### config.mk
export PLATFORM = sky130hd
export DESIGN_NAME = encoder8_3_arb
export DESIGN_NICKNAME = d
export VERILOG_FILES = /design/src/rtl/decoder_pkg.sv /design/src/rtl/encoder8_3_arb_prio_enc8.sv /design/src/rtl/encoder8_3_arb.sv
export SDC_FILE = /design/constraint.sdc
export NUM_CORES = 1
export LEC_CHECK = 0
export ABC_AREA = 1
export CORE_UTILIZATION = 46
export DETAILED_ROUTE_END_ITERATION = 6
export PLACE_DENSITY = 0.76
export SLEW_MARGIN = 20
export SYNTH_ARGS = -nofsm -noshare
export SYNTH_HDL_FRONTEND = slang
export SYNTH_SLANG_ARGS = --single-unit
### constraint.sdc
create_clock -name clk -period 1.5 [get_ports clk]
set_input_delay 0.15 -clock clk [delete_from_list [all_inputs] [get_ports clk]]
set_output_delay 0.15 -clock clk [all_outputs]
set_load 0.05 [all_outputs]
### src/rtl/decoder_pkg.sv
// rtl/decoder_pkg.sv - constants and types shared by the 3-to-8 decoder and the 8-to-3 arbiter
package decoder_pkg;

    localparam int N_LINES = 8;
    localparam int SEL_W   = 3;

    typedef enum logic {
        IDLE = 1'b0,
        HOLD = 1'b1
    } state_t;

    // One-hot line mask for an encoded index.
    function automatic logic [N_LINES-1:0] line_mask(input logic [SEL_W-1:0] idx);
        line_mask      = '0;
        line_mask[idx] = 1'b1;
    endfunction

endpackage

### src/rtl/encoder8_3_arb_prio_enc8.sv
// rtl/encoder8_3_arb_prio_enc8.sv - circular priority encoder over eight lines
// mask  : candidate lines
// start : first index examined
// dir   : 1 = search upward from start, 0 = search downward, both wrapping mod 8
// idx   : first set line found in search order
// found : mask has at least one bit set
module prio_enc8
    import decoder_pkg::*;
(
    input  logic [N_LINES-1:0] mask,
    input  logic [SEL_W-1:0]   start,
    input  logic               dir,
    output logic [SEL_W-1:0]   idx,
    output logic               found
);

    logic [SEL_W-1:0] pos;

    // Walk from the farthest position toward start so the nearest hit is written last.
    always_comb begin
        idx   = '0;
        found = 1'b0;
        pos   = '0;
        for (int i = N_LINES - 1; i >= 0; i--) begin
            pos = dir ? (start + SEL_W'(i)) : (start - SEL_W'(i));
            if (mask[pos]) begin
                idx   = pos;
                found = 1'b1;
            end
        end
    end

endmodule

### src/rtl/encoder8_3_arb.sv
// rtl/encoder8_3_arb.sv - 8-to-3 request encoder with pending store and valid/ready output
// Build option ENCODER8_3_ROUND_ROBIN_EN: rotating priority instead of fixed priority.
// clk, rst_n : clock, asynchronous active-low reset
// in0..in7   : single-cycle request strobes
// ready      : consumer accepts sel while valid
// sel, valid : presented index, held until accepted
// err        : one-cycle pulse when a strobe merged into an already-pending request
// busy       : pending requests or a presented request exist
module encoder8_3_arb
    import decoder_pkg::*;
#(
    parameter bit PRIO_LOW_FIRST = 1'b1
) (
    input  logic             clk,
    input  logic             rst_n,
    input  logic             in0,
    input  logic             in1,
    input  logic             in2,
    input  logic             in3,
    input  logic             in4,
    input  logic             in5,
    input  logic             in6,
    input  logic             in7,
    input  logic             ready,
    output logic [SEL_W-1:0] sel,
    output logic             valid,
    output logic             err,
    output logic             busy
);

    state_t             state_q, state_d;
    logic [N_LINES-1:0] pending_q, pending_d;
    logic [SEL_W-1:0]   sel_q, sel_d;
    logic               err_q, err_d;
    logic [N_LINES-1:0] req, cand;
    logic [SEL_W-1:0]   start, k;
    logic               dir, found;

    assign req  = {in7, in6, in5, in4, in3, in2, in1, in0};
    assign cand = pending_q | req;

`ifdef ENCODER8_3_ROUND_ROBIN_EN
    logic [SEL_W-1:0] rr_q, rr_d;

    // Search starts just past the last granted line; reset value 7 makes the first search start at 0.
    assign start = rr_q + SEL_W'(1);
    assign dir   = 1'b1;
`else
    assign start = PRIO_LOW_FIRST ? SEL_W'(0) : SEL_W'(N_LINES - 1);
    assign dir   = PRIO_LOW_FIRST;
`endif

    prio_enc8 u_prio_enc8 (
        .mask  (cand),
        .start (start),
        .dir   (dir),
        .idx   (k),
        .found (found)
    );

    always_comb begin
        state_d   = state_q;
        pending_d = cand;
        sel_d     = sel_q;
        // Granted lines are cleared from pending, so a strobe on the presented line is not a merge.
        err_d     = |(req & pending_q);
`ifdef ENCODER8_3_ROUND_ROBIN_EN
        rr_d      = rr_q;
`endif
        if (state_q == IDLE || ready) begin
            if (found) begin
                state_d   = HOLD;
                sel_d     = k;
                pending_d = cand & ~line_mask(k);
`ifdef ENCODER8_3_ROUND_ROBIN_EN
                rr_d      = k;
`endif
            end else begin
                state_d = IDLE;
            end
        end
    end

    always_ff @(posedge clk or negedge rst_n) begin
        if (!rst_n) begin
            state_q   <= IDLE;
            pending_q <= '0;
            sel_q     <= '0;
            err_q     <= 1'b0;
`ifdef ENCODER8_3_ROUND_ROBIN_EN
            rr_q      <= SEL_W'(N_LINES - 1);
`endif
        end else begin
            state_q   <= state_d;
            pending_q <= pending_d;
            sel_q     <= sel_d;
            err_q     <= err_d;
`ifdef ENCODER8_3_ROUND_ROBIN_EN
            rr_q      <= rr_d;
`endif
        end
    end

    assign sel   = sel_q;
    assign valid = (state_q == HOLD);
    assign err   = err_q;
    assign busy  = (|pending_q) | valid;

endmodule

# Yosys cells after proc, flatten, opt, wreduce, memory -nomap -nowiden
# Cells that the tools add are included.
# Widths: inputs -> output; s select.
dict set report classes {
  n_lt_le_gt_ge 2
  n_mux 21
  bitwise 6
  n_reduce_logical 5
}
# op count
set op_table {}
lappend op_table {{$mux 3} 8}
lappend op_table {{$and 8x8->8} 2}
lappend op_table {{$mux 8} 2}
lappend op_table {{$reduce_or 8->1} 2}
lappend op_table {{$mux 1} 10}
lappend op_table {{$not 8->8} 1}
lappend op_table {{$or 8x8->8} 1}
lappend op_table {{$lt 3x4->1 const B} 1}
lappend op_table {{$demux 1 s3} 1}
lappend op_table {{$ge 3x1->1 const B} 1}
lappend op_table {{$reduce_and 2->1} 1}
lappend op_table {{$logic_and 1x1->1} 1}
lappend op_table {{$logic_or 1x1->1} 1}
lappend op_table {{$not 1->1} 1}
lappend op_table {{$or 1x1->1} 1}
dict set report totals {
  register_bits 13
  input_bits 11
  output_inout_bits 6
}

# Longest topological paths before layout
# Gate-level depths: netlist of run 1.
dict set report logic_depth {
  ltp_word 17
  depth_mapped 11
  depth_no_buf 11
}

# By module
# From an unflattened synthesis of run 1, not the netlist that was laid out.
dict set report unflattened {
  cells_unflattened 249
  hier_area_um2 1398.8
}
# module n_inst cells_per_inst area_each_um2
set by_module_without_submodules {}
lappend by_module_without_submodules {prio_enc8 1 158 725.7}
lappend by_module_without_submodules {encoder8_3_arb 1 91 673.1}

# Worst setup path after synthesis of run 1
# OpenSTA, ideal clock, no wires.
dict set report synth_timing {
  path_type {flip-flop to flip-flop}
  from {register state_q (netlist: valid)}
  to {register pending_q[2]}
  setup_ns 0.077
  arrival_ns 1.278
  setup_slack_ns 0.145
  stages_incl_launch_ff 7
  path_buffers 0
  period_less_slack_ns 1.355
  path_cell_list {dfrtp_1 -> inv_1 -> nor2_1 -> inv_1 -> nand2_1 -> o22ai_1 -> a21oi_1}
}
dict set report synth_between {
  elab_chain_cells 3
}
# item line
set synth_rtl {}
lappend synth_rtl {{start, declared} encoder8_3_arb.sv:31} ;# state_t state_q, state_d;
lappend synth_rtl {{start signal, assigned} encoder8_3_arb.sv:94} ;# state_q <= state_d;
lappend synth_rtl {{$not 1->1} encoder8_3_arb.sv:70} ;# if (state_q == IDLE || ready) begin
lappend synth_rtl {{$logic_or 1x1->1} encoder8_3_arb.sv:70}
lappend synth_rtl {{$mux 8} encoder8_3_arb.sv:70}
lappend synth_rtl {{via pending_d[2]} encoder8_3_arb.sv:32} ;# logic [N_LINES-1:0] pending_q, pending_d;
lappend synth_rtl {{end signal, assigned} encoder8_3_arb.sv:95} ;# pending_q <= pending_d;
lappend synth_rtl {{end, declared} encoder8_3_arb.sv:32}
# The timed path passes the listed nets, and every way through them passes these cells.
# A chain may end at the register's enable or synchronous reset.

# Final worst setup path of run 1
dict set report layout_timing {
  from {register pending_q[2]}
  to {output busy}
}
dict set report layout_between {
  elab_chain_cells 2
}
# item line
set layout_rtl {}
lappend layout_rtl {{$reduce_or 8->1} encoder8_3_arb.sv:107} ;# assign busy = (|pending_q) | valid;
lappend layout_rtl {{$or 1x1->1} encoder8_3_arb.sv:107}
lappend layout_rtl {{end, declared} encoder8_3_arb.sv:28} ;# output logic busy
# Every way passes these cells.

==> impl_metrics.yaml, run 1 <==
cts:
  clockBufferDepth: 2
  clk_pin_slew_ns: 0.08
  postCtsSetupBuffers: 0
  clkSinkCount: 13
  cts_tree: "yes"
  cts_buffers: 3
  htreeDepth: 1
  clkLatencyLatePin_ns: 0.28
  cts_root_buf: "clkbuf_4"
place:
  place_ws_ns: 0.00974
  gp_congestion: 0.901
  hpwlAfterDp_mm: 1.18
  io_buffers: 16
  postPlaceCellArea_um2: 872
yosys:
  yosysMostFrequentCell: "nand2_1"
  syn_inst: 83
  synth-async-reset-ratio_pct: 100
  synth_area_leaders: "dfrtp_1 (49%), nand2_1 (12%), nor2_2 (5.6%)"
  yosysTopAreaCell: "dfrtp_1"
  synth-seq-cells: 13
  synthFlopType: "dfrtp_1"
  synth.distinct_cells: 17
  syn-cell-area_um2: 671
  synth-edff-count: 0
  postSynthAreaPerCell_um2: 8.08
  yosysWarnings: 0
  yosys-top-cells-count: "nand2_1 (22), dfrtp_1 (13), inv_1 (9)"
  seq_area_frac_synth_pct: 48.5
  synth.top_cell.area_share_pct: 48.5
  syn_nets: 94
pwr:
  power.density_cell_area_nw_per_um2: 811
  power_frac_seq_pct: 51.0
  swShare_pct: 28.4
  pwr-share-comb_pct: 19.5
  ir_drop_v: 0.000522
  clockPowerShare_pct: 29.5
  net-switching-power_mw: 0.211
  p_int_mw: 0.531
  power_mw: 0.742
  p_leak_nw: 0.384
die:
  core-area_um2: 1330
  fp.dieW_um: 40.2
  std_cell_rows: 13
  die_area_um2: 1610
  die_h_um: 40.2
  io_pins: 17
  start_util_pct: 50.3
critical_path:
  arrival_ns: 1.30
  crit_fanout: 3
  crit_type: "register to output pin"
  required_ns: 1.35
  worstSetupStartpointType: "register"
  cp-end-kind: "output pin"
grt:
  track_usage_pct: 20.8
  grt_max_degree: 8
  antenna_found_initial: 0
  grt_pass1_vias: 548
  overflow: 0
  grt_pass1_wl_mm: 2.17
timing:
  post-route-period-util_pct: 96.8
  clock.fmax_mhz: 689
  setup_viol: 0
  worstMarginPinSlew_ns: 0.313
  rsz0062_at_grt: "yes"
  drv_slew: 0
  fin_crit_ns: 1.45
  timing.hold.ws_ns: 0.118
  clock_skew_ns: 0.00569
  timing_hold_violations_final: 0
  finalWorstSetupSlack_ns: 0.0483
  slew-limit-headroom_pct: 79.1
job:
  cap_violations: 0
routing:
  vias: 624
  drc: 0
  via_per_inst: 5.07
  drt_iter0_markers: 11
  ant_nets: 0
  postRouteWirelength_mm: 1.46
  dr.pass1.iters: 4
  wl_per_cell_um: 11.8
layout:
  syn_to_final_growth_pct: 36.4
  fill_cells: 114
  utilization_pct: 68.6
  drive_gt1_share_pct: 27.8
  finish.instance_area_um2: 915
  nets: 120
  antenna_cells: 0
outcome:
  status: "finished clean"
hold_path:
  hold_class: "input pin to async pin"
==> critical path, stage by stage (launching register included) <==
cell     delay (ns)
dfrtp_1        0.42
nor4_2         0.31
nand3_1        0.12
buf_6          0.17
==> kinds of logic after synthesis <==
family | synth area share, %
AO/OA/AOI/OAI | 12.1
AND/OR/NAND/NOR | 33.8
buffers and inverters | 5.60
flip-flops | 48.5
==> layout make-up <==
| type | count | area [um^2] | area share, % |
|---|---|---|---|
| inverter | 10 | 37.5 | 4.10 |
| timing repair buffer | 21 | 186 | 20.4 |
| sequential | 13 | 325 | 35.6 |
| multi-input combinational | 60 | 320 | 35.0 |
| clock buffer | 4 | 26.3 | 2.87 |
| tap | 15 | 18.8 | 2.05 |
==> worst paths after layout <==
kind	startpoint	to	slack, ns	depth (start not counted)
max in group asynchronous	rst_n	pending_q[0]	0.97	2
max reg2reg	pending_q[2]	pending_q[7]	0.16	8
max	pending_q[2]	busy	0.05	3
min reg2reg	sel[0]	sel[0]	0.49	2
min in group clk	sel[0]	sel[0]	0.49	2
min	rst_n	pending_q[6]	0.12	1
==> what timing repair did <==
action | 4_1_cts | 5_1_grt
pin swaps | 0 | 2
setup endpoints to repair | 1 | 1
hold buffers | 0 | 0
gates resized for setup | 1 | 2
gates cloned | 0 | 0
==> sequential cells by signal (all words and copies together) (netlist names) <==
signal,cells
sel,3
err,1
pending_q,8
valid,1
==> metal layers <==
layer  global-route usage, %  vias up  routed length, um
li1                        -      321                  -
met1                    27.1      284                685
met2                    33.5       14                677
met3                    3.33        5                 64
met4                    10.0        0                 27
met5                       0        -                  0
==> cell usage in the layout (no fill, tap or decap), drive strengths merged <==
cell           count
nor2              15
clkbuf             4
buf               11
nand2             26
a221oi             2
o22ai              1
o31ai              1
dfrtp             13
inv               10
o21ai              3
nand3              4
nor4               2
a21oi              5
a22o               1
clkdlybuf4s50     10
==> power groups by stage <==
stage | Combinational, mW | Clock (mW) | Sequential, mW
floorplan | 0.0457 | 0 | 0.410
global placement | 0.145 | 0 | 0.384
detailed placement | 0.144 | 0 | 0.384
CTS | 0.146 | 0.222 | 0.378
global route | 0.156 | 0.240 | 0.381
finish | 0.145 | 0.219 | 0.378
==> metrics by stage <==
stage / std cells / TNS (ns)
floorplan: 83 / 0
global route: 123 / -0.0235
CTS: 123 / 0
detailed placement: 119 / 0
global placement: 119 / 0
finish: 123 / 0
No activity file was read; power rests on OpenSTA's default activity.
==> run 2: changes to the inputs <==
Settings changed: TNS_END_PERCENT set to 30.
==> results of run 2 <==
The final DEF is identical to that of run 1; final timing and power are the same.
